[config.mk]
export PLATFORM = sky130hd
export DESIGN_NAME = kernel_stream_sink
export DESIGN_NICKNAME = d
export VERILOG_FILES = /design/src/rtl/kernel_stream_sink_pkg.sv /design/src/rtl/kernel_stream_sink_fifo.sv /design/src/rtl/kernel_stream_sink.sv
export SDC_FILE = /design/constraint.sdc
export NUM_CORES = 1
export LEC_CHECK = 0
export BUFFER_PORTS_ARGS = -buffer_cell sky130_fd_sc_hd__clkbuf_2
export CAP_MARGIN = 25
export CORE_MARGIN = 2
export CORE_UTILIZATION = 52
export CTS_CLUSTER_DIAMETER = 100
export DETAILED_ROUTE_END_ITERATION = 10
export PLACE_DENSITY_LB_ADDON = 0.3
export SLEW_MARGIN = 20
export SYNTH_ARGS = -nofsm -noshare
export SYNTH_HDL_FRONTEND = slang
export SYNTH_HIERARCHICAL = 1
export SYNTH_SLANG_ARGS = --single-unit
[constraint.sdc]
create_clock -name clk -period 7.3 [get_ports clk]
set_input_delay 0.365 -clock clk [delete_from_list [all_inputs] [get_ports clk]]
set_output_delay 0.365 -clock clk [all_outputs]
set_load 0.1 [all_outputs]
[src/rtl/kernel_stream_sink_pkg.sv]
// kernel_stream_sink_pkg
//  Shared definitions for the kernel output stream sink: default widths,
//  FSM state encoding and a small state-decode helper.
package kernel_stream_sink_pkg;

  localparam int DEF_STREAMW = 34;
  localparam int DEF_DEPTH   = 16;
  localparam int DEF_CNTW    = 32;

  typedef enum logic [1:0] {
    ST_IDLE  = 2'd0,
    ST_RUN   = 2'd1,
    ST_DRAIN = 2'd2,
    ST_DONE  = 2'd3
  } state_t;

  // A run is in progress while words are still expected or still buffered.
  function automatic logic state_is_busy(state_t s);
    return (s == ST_RUN) || (s == ST_DRAIN);
  endfunction

endpackage

[src/rtl/kernel_stream_sink_fifo.sv]
// kernel_stream_sink_fifo
//  Synchronous first-word-fall-through FIFO with asynchronous reset.
//  Ports:
//   clk, rst        clock, async active-high reset (empties the FIFO)
//   push, wr_data   write wr_data at the edge where push is high (ignored when full)
//   pop             remove head at the edge where pop is high (ignored when empty)
//   rd_valid        head is valid (FIFO not empty)
//   rd_data         head word, zero while empty
//   fill            number of words currently stored (0..DEPTH)
module kernel_stream_sink_fifo
  import kernel_stream_sink_pkg::*;
#(
  parameter int W     = DEF_STREAMW,
  parameter int DEPTH = DEF_DEPTH
) (
  input  logic                     clk,
  input  logic                     rst,
  input  logic                     push,
  input  logic [W-1:0]             wr_data,
  input  logic                     pop,
  output logic                     rd_valid,
  output logic [W-1:0]             rd_data,
  output logic [$clog2(DEPTH):0]   fill
);

  localparam int AW = $clog2(DEPTH);
  localparam logic [AW:0] ONE = (AW+1)'(1);

  logic [W-1:0] mem [DEPTH];
  // Pointers carry one extra bit so full and empty are distinguishable:
  // equal pointers mean empty, equal index with differing MSB means full.
  logic [AW:0]  wr_ptr;
  logic [AW:0]  rd_ptr;
  logic         empty;
  logic         full;
  logic         do_push;
  logic         do_pop;

  assign empty    = (wr_ptr == rd_ptr);
  assign full     = (wr_ptr[AW] != rd_ptr[AW]) && (wr_ptr[AW-1:0] == rd_ptr[AW-1:0]);
  assign do_push  = push && !full;
  assign do_pop   = pop && !empty;
  assign fill     = wr_ptr - rd_ptr;
  assign rd_valid = !empty;
  assign rd_data  = empty ? '0 : mem[rd_ptr[AW-1:0]];

  always_ff @(posedge clk or posedge rst) begin
    if (rst) begin
      wr_ptr <= '0;
      rd_ptr <= '0;
    end else begin
      if (do_push) wr_ptr <= wr_ptr + ONE;
      if (do_pop)  rd_ptr <= rd_ptr + ONE;
    end
  end

  // Storage needs no reset: rd_data is masked to zero while empty.
  always_ff @(posedge clk) begin
    if (do_push) mem[wr_ptr[AW-1:0]] <= wr_data;
  end

endmodule

[src/rtl/kernel_stream_sink.sv]
// kernel_stream_sink
//  Consumer end of the kernel output stream. Drives a registered oready,
//  buffers accepted out1_s0 words in a FWFT FIFO and counts a programmed
//  number of words per run, raising done once all of them have been read out.
//  Ports:
//   clk, rst            clock, async active-high reset
//   ovalid, out1_s0     kernel output word; accepted at edges where ovalid & oready
//   oready              registered ready to the kernel
//   start, n_words      1-cycle run start and word count (taken in IDLE/DONE only)
//   rd_valid, rd_data   FIFO head (FWFT); rd_data is zero while empty
//   rd_ready            head popped at edges where rd_valid & rd_ready
//   rx_count            words accepted this run
//   busy, done          run in progress / run complete (level)
//   state_dbg           current FSM state encoding
//  Handshakes: a transfer happens on exactly the rising edge where valid and
//  ready are both high; neither side may rely on the other's same-cycle value
//  beyond that, and ovalid without oready transfers nothing.
module kernel_stream_sink
  import kernel_stream_sink_pkg::*;
#(
  parameter int STREAMW = DEF_STREAMW,
  parameter int DEPTH   = DEF_DEPTH,
  parameter int CNTW    = DEF_CNTW
) (
  input  logic               clk,
  input  logic               rst,
  input  logic               ovalid,
  input  logic [STREAMW-1:0] out1_s0,
  output logic               oready,
  input  logic               start,
  input  logic [CNTW-1:0]    n_words,
  output logic               rd_valid,
  output logic [STREAMW-1:0] rd_data,
  input  logic               rd_ready,
  output logic [CNTW-1:0]    rx_count,
  output logic               busy,
  output logic               done,
  output logic [1:0]         state_dbg
);

  localparam int AW = $clog2(DEPTH);
  localparam logic [AW:0]   FONE    = (AW+1)'(1);
  localparam logic [AW:0]   DEPTH_F = (AW+1)'(DEPTH);
  localparam logic [CNTW-1:0] CONE  = CNTW'(1);

  state_t          state;
  state_t          state_next;
  logic            push;
  logic            pop;
  logic            start_ok;
  logic [AW:0]     fill;
  logic [AW:0]     fill_next;
  logic [CNTW-1:0] n_lat;
  logic [CNTW-1:0] n_lat_next;
  logic [CNTW-1:0] rx_count_next;
  logic            oready_next;

  assign push     = ovalid && oready;
  assign pop      = rd_valid && rd_ready;
  assign start_ok = start && ((state == ST_IDLE) || (state == ST_DONE));

  assign fill_next     = fill + (push ? FONE : '0) - (pop ? FONE : '0);
  assign rx_count_next = start_ok ? '0 : (push ? rx_count + CONE : rx_count);
  assign n_lat_next    = start_ok ? n_words : n_lat;

  // oready is computed from next-cycle values so it is already low on the
  // cycle the FIFO becomes full or the last expected word has arrived.
  assign oready_next = (state_next == ST_RUN) && (fill_next < DEPTH_F)
                       && (rx_count_next < n_lat_next);

  kernel_stream_sink_fifo #(
    .W     (STREAMW),
    .DEPTH (DEPTH)
  ) u_fifo (
    .clk      (clk),
    .rst      (rst),
    .push     (push),
    .wr_data  (out1_s0),
    .pop      (pop),
    .rd_valid (rd_valid),
    .rd_data  (rd_data),
    .fill     (fill)
  );

  // FSM state register
  always_ff @(posedge clk or posedge rst) begin
    if (rst) state <= ST_IDLE;
    else     state <= state_next;
  end

  // FSM next-state logic
  always_comb begin
    state_next = state;
    case (state)
      ST_IDLE, ST_DONE: begin
        if (start) state_next = (n_words == '0) ? ST_DONE : ST_RUN;
      end
      ST_RUN: begin
        if (push && (rx_count_next == n_lat)) state_next = ST_DRAIN;
      end
      ST_DRAIN: begin
        if (fill_next == '0) state_next = ST_DONE;
      end
      default: state_next = ST_IDLE;
    endcase
  end

  // FSM outputs
  always_comb begin
    busy      = state_is_busy(state);
    done      = (state == ST_DONE);
    state_dbg = state;
  end

  // Run counters and the ready register
  always_ff @(posedge clk or posedge rst) begin
    if (rst) begin
      n_lat    <= '0;
      rx_count <= '0;
      oready   <= 1'b0;
    end else begin
      n_lat    <= n_lat_next;
      rx_count <= rx_count_next;
      oready   <= oready_next;
    end
  end

endmodule
Word-level counts from Yosys, hierarchy flattened:

Memory sizes are Yosys's and may differ from the RTL's.
Cells that the tools add are included.

* word-level logic and storage cells: 53
* latch bits: 0
* memories: 1
* output and inout port bits: 72
* register bits: 77
* memory bits (read-only): 0
* RAM bits: 544
* bits of input ports: 71

Memories
* u_fifo.mem: words 16, width 34, read ports 1, clocked after memory_dff 0, write ports 1, RTL line kernel_stream_sink_fifo.sv:29 `logic [W-1:0] mem [DEPTH];`

* order comparisons: 2
* add/sub/neg operators: 6
* bitwise gates (word level): 0
* eq/ne operators: 8
* shift operators: 0
* mux-type cells: 13
* div/mod/pow operators: 0
* multipliers: 0
* reductions and logical operators: 17

Operator list (number)
* $mux 32: 3
* $mux 34: 1
* $add 32x1->32 const B: 1
* $eq 32x32->1: 1
* $logic_not 32->1: 1
* $lt 32x32->1: 1
* $add 5x1->5 const B: 2
* $logic_and 1x1->1: 9
* $mux 2: 4
* $pmux 2 s3: 1
* $add 5x1->5: 1
* $eq 5x5->1: 1
* $logic_not 5->1: 1
* $lt 5x5->1 const B: 1
* $sub 5x1->5: 1
* $sub 5x5->5: 1
* $eq 2x1->1 const B: 2
* $eq 2x2->1 const B: 2
* $eq 4x4->1: 1
* $mux 1: 4
* $logic_not 1->1: 2
* $logic_not 2->1: 1
* $logic_or 1x1->1: 2
* $reduce_or 2->1: 1
* $ne 1x1->1: 1

Depth between registers and ports, before layout:

Gate-level depths: netlist of run 1.

* depth after elaboration: 11
* mapped depth: 22
* gate-level depth less buffers: 18

Hierarchy:

The synthesis of run 1 kept the hierarchy.

Modules (own cells, without submodules)
* kernel_stream_sink_fifo: cells an instance 984, sequential area each 16585.9 um^2, area an instance 21673.3 um^2, times used 1
* kernel_stream_sink: cells an instance 567, sequential area each 1676.6 um^2, area an instance 5144.9 um^2, times used 1

Worst setup path before layout of run 1:

Ideal clock, no wire load.

* path kind: register to register
* start: register state[0], in the netlist state_dbg[0]
* end: register oready
* cell stages (with the launch flop): 20
* arrival: 4.904 ns
* period minus slack after synthesis: 4.969 ns
* buffers on the path: 6
* path slack: 2.331 ns
* library setup time: 0.065 ns
* required time: 7.235 ns
* cell sequence: dfrtp_1 inv_1 ha_1 buf_2 nand2_1 buf_2 buf_1 clkbuf_1 buf_1 buf_1 and2_1 ha_1 and3_1 a221oi_1 o21ai_0 o21a_1 o21ai_0 o311a_1 o2111a_1 o211a_1

* cells in the longest elaborated chain, start to end: 11
* elaborated cells on any way between the ends: 19
* those cells by class: order compare: 1; eq/ne: 5; mux: 6; reduce/logical: 7

RTL lines
* start, declared: RTL line kernel_stream_sink.sv:46 `state_t state;`
* start signal, assigned: RTL line kernel_stream_sink.sv:88 `else state <= state_next;`
* $eq 2x2->1 / $logic_not 2->1 (equally long branches): RTL line kernel_stream_sink.sv:60 `assign start_ok = start && ((state == ST_IDLE) || (state == ST_DONE));`
* $logic_or 1x1->1 (*): RTL line kernel_stream_sink.sv:60
* $logic_and 1x1->1 (*): RTL line kernel_stream_sink.sv:60
* $mux 32 (*): RTL line kernel_stream_sink.sv:63 `assign rx_count_next = start_ok ? '0 : (push ? rx_count + CONE : rx_count);`
* named net rx_count_next[9]: RTL line kernel_stream_sink.sv:55 `logic [CNTW-1:0] rx_count_next;`
* $eq 32x32->1: RTL line kernel_stream_sink.sv:99 `if (push && (rx_count_next == n_lat)) state_next = ST_DRAIN;`
* $logic_and 1x1->1: RTL line kernel_stream_sink.sv:99
* $mux 2: RTL line kernel_stream_sink.sv:99
* $pmux 2 s3: RTL line kernel_stream_sink.sv:94 `case (state)`
* $eq 2x1->1: RTL line kernel_stream_sink.sv:68 `assign oready_next = (state_next == ST_RUN) && (fill_next < DEPTH_F)`
* $logic_and 1x1->1: RTL line kernel_stream_sink.sv:68
* $logic_and 1x1->1 (*): RTL line kernel_stream_sink.sv:69 `&& (rx_count_next < n_lat_next);`
* named net oready_next: RTL line kernel_stream_sink.sv:56 `logic oready_next;`
* end signal, assigned: RTL line kernel_stream_sink.sv:124 `oready <= oready_next;`
* end, declared: RTL line kernel_stream_sink.sv:29 `output logic oready,`

The timed path passes the listed nets; every way through them passes the cells marked *.
A chain may end at the register's enable or synchronous reset.

Final worst setup path of run 1:

* start: register u_fifo.rd_ptr[1]
* end: output port rd_data[1]

* cells in the longest elaborated chain, start to end: 2
* elaborated cells on any way between the ends: 3
* those cells by class: eq/ne: 1; mux: 1; memory: 1

RTL lines
* start, declared: RTL line kernel_stream_sink_fifo.sv:33 `logic [AW:0] rd_ptr;`
* start signal, assigned: RTL line kernel_stream_sink_fifo.sv:53 `if (do_pop) rd_ptr <= rd_ptr + ONE;`
* $mem_v2 16x34 / $eq 5x5->1 (equally long branches)
* $mux 34 (*): RTL line kernel_stream_sink_fifo.sv:45 `assign rd_data = empty ? '0 : mem[rd_ptr[AW-1:0]];`
* end, declared: RTL line kernel_stream_sink.sv:33 `output logic [STREAMW-1:0] rd_data,`

Every way passes the cells marked *; elsewhere a longest branch is shown, timed or not.

==> reports/qor.yml, run 1 <==
run_status: "finished, final reports clean"
fin_crit_ps: 4970
post_drt_wl_per_cell_um: 24.3
ys_seq_area_frac: 0.681
maxCapViolCount: 0
antenna_found_initial: 0
cp.required_ps: 6930
route.final.wire_length_um: 59500
synth-edff-count: 544
grt_pass1_wl_um: 90600
synth_area_leaders: "edfxtp_1 61%, mux4_2 11%, dfrtp_1 7.2%, ha_1 2.3%, inv_1 1.8%"
yosysTopAreaCell: "edfxtp_1"
syn_inst: 1551
cts_buffers: 66
critPathKind: "flop to output pin"
yosys-top-cells-count: "544 x edfxtp_1, 136 x mux4_2, 126 x inv_1"
rows: 83
start_kind: "flop"
clkSinkCount: 621
synth.distinct_cells: 73
cts_tree: "done"
postCtsSetupRepairBufs: 0
gp_congestion: 0.894
setup_tns_ps: 0
drc: 0
die-width_um: 231
worstRegToRegCells: 18
cts_resized: 0
hold_viol_final: 0
dieHeight_um: 231
port_buffers: 142
core_sq_mm: 0.0512
r2r_end: "state_dbg[0]$_DFF_PP0_"
syn-num-nets: 1673
pwr-share-seq: 0.329
grt_max_degree: 73
holdPathStages: 3
nNetsFinal: 1846
cts_root_buf: "clkbuf_16"
min_from: "n_words[24]"
critPathMaxFanout: 42
postLayoutCoreUtil: 0.596
p_int_w: 0.00778
vias: 14700
syn-cell-area_sq_mm: 0.0268
p_clk_frac: 0.250
p_per_area_mw_per_mm2: 430
arrival_ps: 4600
period_share: 0.680
p_switching_w: 0.00534
drt_iter0_markers: 1209
die_area_sq_mm: 0.0534
drv_slew: 0
yosysWarningCount: 6
area_growth_pct: 13.9
p_sw_frac: 0.407
clk_latency_ps: 600
ant_nets: 0
max_freq_mhz: 201
place_area_sq_mm: 0.0284
worst_slew_pin_slew_ps: 905
path_clk_slew_ps: 60
cts.path.max_buffers: 3
r2r_setup_slack_ps: 2840
yosysMostFrequentCell: "edfxtp_1"
grt_setup_unrepaired: "false"
max-slew-margin-rel: 0.397
yosysTopAreaCellShare: 0.609
end_kind: "output pin"
synthFlopType: "edfxtp_1"
fin_area_sq_mm: 0.0305
grt_pass1_vias: 15000
leakagePower_nw: 11.1
async_reset_ff_frac: 0.124
diodes: 0
initial_core_util: 0.524
setup_viol: 0
hold_buffers: 2
cts_max_level: 3
finalClockSkew_ps: 20.5
drt-vias-per-instance: 6.01
dp_hpwl_um: 35400
io_pins: 143
postSynthAreaPerCell_sq_um: 17.3
firstDrtPassIters: 5
synth_seq_cells: 621
r2r-start: "u_fifo/rd_ptr[1]$_DFFE_PP0P_"
hold_end: "n_lat[24]$_DFF_PP0_"
layout-drive-gt1-share: 0.284
ir_drop_mv: 0.575
grt_util_all_layers: 0.227
worstHoldPathType: "input pin to flop"
grt_overflow: 0
combinationalPowerShare: 0.422
how the worst max path moves through the flow:
stage,startpoint,end,slack (ps),cells after the start
floorplan,state_dbg[0]$_DFF_PP0_,oready$_DFF_PP0_,2330,19
global placement,u_fifo/rd_ptr[1]$_DFFE_PP0P_,rd_data[1],2690,7
detailed placement,u_fifo/rd_ptr[1]$_DFFE_PP0P_,state_dbg[0]$_DFF_PP0_,2820,18
CTS,u_fifo/rd_ptr[1]$_DFFE_PP0P_,rd_data[1],2190,8
global route,u_fifo/rd_ptr[1]$_DFFE_PP0P_,rd_data[1],1970,8
finish,u_fifo/rd_ptr[1]$_DFFE_PP0P_,rd_data[1],2330,8
logic make-up after synthesis:
| group | after synthesis | share of synthesized area |
|---|---|---|
| XOR/XNOR | 39 | 0.0138 |
| AO/OA/AOI/OAI | 159 | 0.0499 |
| adder cells (fa/ha/maj) | 51 | 0.0244 |
| buffers and inverters | 196 | 0.0320 |
| AND/OR/NAND/NOR | 277 | 0.0561 |
| flip-flops | 621 | 0.681 |
| multiplexers | 208 | 0.143 |
registers in the layout, summed over array words and instances (netlist names):
signal and count:
u_fifo/wr_ptr 5, rx_count 32, u_fifo/mem 544, oready 1, state_dbg 2, u_fifo/rd_ptr 5, n_lat 32
cells in the final DEF, fill, tap and decap left out, types with 7 or more instances in the layout:
cell type | Yosys | routed
or3_1 | 8 | 8
o221ai_2 | 28 | 28
nor2_1 | 46 | 35
nand3_1 | 18 | 16
clkbuf_2 | 0 | 142
nand4_1 | 24 | 24
and2_1 | 8 | 7
edfxtp_1 | 544 | 544
nor4_1 | 16 | 16
o221ai_1 | 10 | 10
xor2_1 | 17 | 17
mux4_2 | 136 | 136
dfrtp_1 | 77 | 74
or4_1 | 8 | 8
nor3_1 | 15 | 11
o21ai_0 | 20 | 20
nor2_4 | 0 | 11
clkinv_1 | 0 | 9
clkbuf_1 | 20 | 14
mux2_2 | 38 | 38
ha_1 | 49 | 49
o21a_1 | 10 | 10
and4_1 | 9 | 9
a21oi_1 | 26 | 25
nand2_1 | 86 | 85
inv_1 | 126 | 124
mux2i_1 | 33 | 33
buf_4 | 4 | 27
clkbuf_16 | 0 | 69
nand2b_1 | 8 | 8
a21o_1 | 17 | 17
xnor2_1 | 20 | 20
clkinv_2 | 0 | 8
critical path, stage by stage (launching register included):
cell and delay (ps):
dfrtp_4 850, buf_4 710, buf_4 590, buf_12 310, mux4_2 540, mux2_2 270, nand2_1 80, o221ai_1 190
clkbuf_2 430
per-layer routing:
layer  vias to the layer above  part of all wire  track usage
met5                         -                 0            0
met4                         0             0.021       0.0714
met3                        85             0.061       0.0367
met2                       525              0.50        0.380
met1                      7630              0.42        0.309
li1                       6488                 -            -
power by group through the flow:
stage,combinational [W],sequential (W),clock (W)
final,0.00553,0.00431,0.00327
after global routing,0.00588,0.00435,0.00349
after CTS,0.00558,0.00432,0.00335
after detailed placement,0.00556,0.00439,0
after global placement,0.00548,0.00438,0
after floorplan,0.00457,0.00429,0
layout make-up:
type / instances / area (sq um)
Fill cell: 3690 / 20700
Tap cell: 680 / 851
Clock inverter: 33 / 337
Inverter: 127 / 477
Sequential cell: 621 / 18300
Multi-Input combinational cell: 734 / 7830
Clock buffer: 83 / 1780
Timing Repair Buffer: 174 / 993
metrics by stage:
| stage | hold WS, ps | setup WS, ps | total power, W | std cells |
|---|---|---|---|---|
| 6_report | 35.6 | 2330 | 0.0131 | 2452 |
| 5_1_grt | 36.6 | 1970 | 0.0137 | 2452 |
| 3_5_place_dp | 447 | 2820 | 0.00995 | 2333 |
| 4_1_cts | 2.90 | 2190 | 0.0132 | 2451 |
| 3_3_place_gp | 445 | 2690 | 0.00986 | 2331 |
| 2_1_floorplan | 205 | 2330 | 0.00886 | 1551 |
No activity file was read; power rests on OpenSTA's default activity.
==> run 2, diff against run 1 <==
clock period = 4.3 ns   (was 7.3 ns; I/O delays follow)
==> run 2 against run 1 <==
Die area stayed put. Sequential share of layout area shrank 1.8 points. Largest cell class unchanged. First-iteration DRC count up 38%. Sequential power is 65% higher. Critical path type is now flop to flop.
==> reports/qor.yml, run 2 (synthesis gave the netlist of run 1 again) <==
finalClockSkew_ps: 27.0  # +6.50 ps
run_status: "finished, final reports clean"
port_buffers: 142  # unchanged
max-slew-margin-rel: 0.315  # -0.0814
cpPeakStageDelay_ps: 530  # -320 ps
cts_max_level: 2  # -1
drv_slew: 0  # unchanged
arrival_ps: 4330  # -270 ps
grt_max_degree: 140  # +92%
grt_pass1_vias: 15700  # +4.6%
final_cell_count_no_fill: 2529  # +3.1%
cts_root_buf: "clkbuf_16"
cp.required_ps: 4800  # -2130 ps
gp_congestion: 0.972  # +8.7%
layout_common_cells: "544 x edfxtp_1, 136 x mux4_2, 124 x inv_1, 112 x clkbuf_2, 85 x nand2_1"
mostFrequentLayoutCell: "edfxtp_1"
grt_overflow: 0  # unchanged
p_per_area_mw_per_mm2: 727  # +69%
ir_drop_mv: 1.31  # +130%
drt-vias-per-instance: 6.10  # +1.6%
route.final.wire_length_um: 62400  # +4.8%
die-width_um: 231  # unchanged
fin_area_sq_mm: 0.0315  # +3.1%
drc: 0  # unchanged
worst_slew_pin_slew_ps: 1030  # +122 ps
grt_setup_unrepaired: "false"
clk_latency_ps: 650  # +50 ps
r2r_setup_slack_ps: 470  # -2370 ps
diodes: 0  # unchanged
end_kind: "flop"
cts_resized: 0  # unchanged
nNetsFinal: 1924  # +4.2%
cp_slowest_cell: "or4_1"
post_drt_wl_per_cell_um: 24.7  # +1.6%
fin_crit_ps: 3830
clkSinkCount: 621  # unchanged
cts.path.max_buffers: 3  # unchanged
cts_buffers: 61  # -7.6%
leakagePower_nw: 11.4  # +3.4%
antenna_found_initial: 1  # +1
path_clk_slew_ps: 60  # about the same
drt_iter0_markers: 1672  # +38%
rows: 83  # unchanged
setup_viol: 0  # unchanged
place_inst: 2353  # +0.86%
grt_pass1_wl_um: 95300  # +5.1%
max_freq_mhz: 261
postCtsSetupRepairBufs: 0  # unchanged
setup_slack_ps: 473  # -1860 ps
cts_tree: "done"
worstHoldPathType: "input pin to flop"
firstDrtPassIters: 7  # +2
start_kind: "flop"
vias: 15400  # +4.8%
critPathMaxFanout: 29  # -31%
initial_core_util: 0.524  # unchanged
ant_nets: 0  # unchanged
die_area_sq_mm: 0.0534  # unchanged
largest_reg_flops: 544  # unchanged
fillCellCount: 3560  # -3.5%
place_area_sq_mm: 0.0290  # +2.1%
core_sq_mm: 0.0512  # unchanged
area_growth_pct: 17.4
crit_chain: "inv_1, ha_1, and2_2, or3_1, o2111a_1, or4_1, a211o_1, nor4b_2, nand4_1, o31ai_1"
maxCapViolCount: 0  # unchanged
pre_cts_ws_ps: 577  # -2250 ps
layout-drive-gt1-share: 0.283  # -0.00157
period_share: 0.890
hold_viol_final: 0  # unchanged
critPathKind: "flop to flop"
io_pins: 143  # unchanged
dieHeight_um: 231  # unchanged
dp_hpwl_um: 36800  # +4.2%
grt_util_all_layers: 0.238  # +0.0112
## run 2: cell count changes in the layout (fill, tap and decap cells not counted), sizes merged
cell         change
dlygate4sd3     +64
clkinvlp         -5
clkinv          +13
inv              -1
bufinv           -3
clkbuf          -40
buf             +49
## run 2: path summary, 6_finish.rpt
kind	startpoint	depth (start not counted)	to
setup / recovery	state_dbg[0]$_DFF_PP0_	10	state_dbg[1]$_DFF_PP0_
hold / removal	out1_s0[16]	1	u_fifo/mem[0][16]$_DFFE_PP_
setup reg to reg	state_dbg[0]$_DFF_PP0_	10	state_dbg[1]$_DFF_PP0_
hold reg to reg	u_fifo/rd_ptr[4]$_DFFE_PP0P_	1	u_fifo/rd_ptr[4]$_DFFE_PP0P_
max in group asynchronous	rst	4	n_lat[13]$_DFF_PP0_
min in group asynchronous	rst	3	u_fifo/rd_ptr[4]$_DFFE_PP0P_
## run 2: power by group
group | switching [W] | internal (W)
clock | 0.00226 | 0.00276
sequential | 0.000240 | 0.00689
combinational | 0.00684 | 0.00391
total | 0.00934 | 0.0136
## run 2: final cells by class
type	instances	area, sq um	area share
flip-flops and latches	621	18300	0.580
multi-input cells	734	7880	0.250
repair buffers	257	2150	0.0682
clock buffers	73	1590	0.0506
well taps	680	851	0.0270
inverters	127	479	0.0152
clock inverters	37	269	0.00854
## run 2: repair_timing
item	4_1_cts	5_1_grt
hold buffers	66	0
hold endpoints to repair	584	0
endpoints found under the setup margin	0	0
## run 2: per-layer routing
layer | GRT usage | vias up | share of wire
met4 | 0.0798 | 2 | 0.031
met1 | 0.329 | 7932 | 0.40
li1 | - | 6625 | -
met2 | 0.389 | 718 | 0.49
met3 | 0.0410 | 156 | 0.076
met5 | 0 | - | 0.00018
## run 2: through the flow
step            util  setup TNS [ps]  hold slack [ps]  total power (W)
2_1_floorplan      -            -760             55.2           0.0151
3_3_place_gp   0.565               0              287           0.0179
3_5_place_dp   0.566               0              300           0.0180
4_1_cts        0.615               0             12.7           0.0231
5_1_grt        0.615               0             30.2           0.0239
6_report       0.615               0             43.9           0.0229
## run 2: critical path: cells and delay by family, from the launching register on
family,cells,cell delay [ps]
fa+ha+maj,1,380
compound gates,3,920
buf+inv,1,70
flops,1,430
simple gates,5,1890
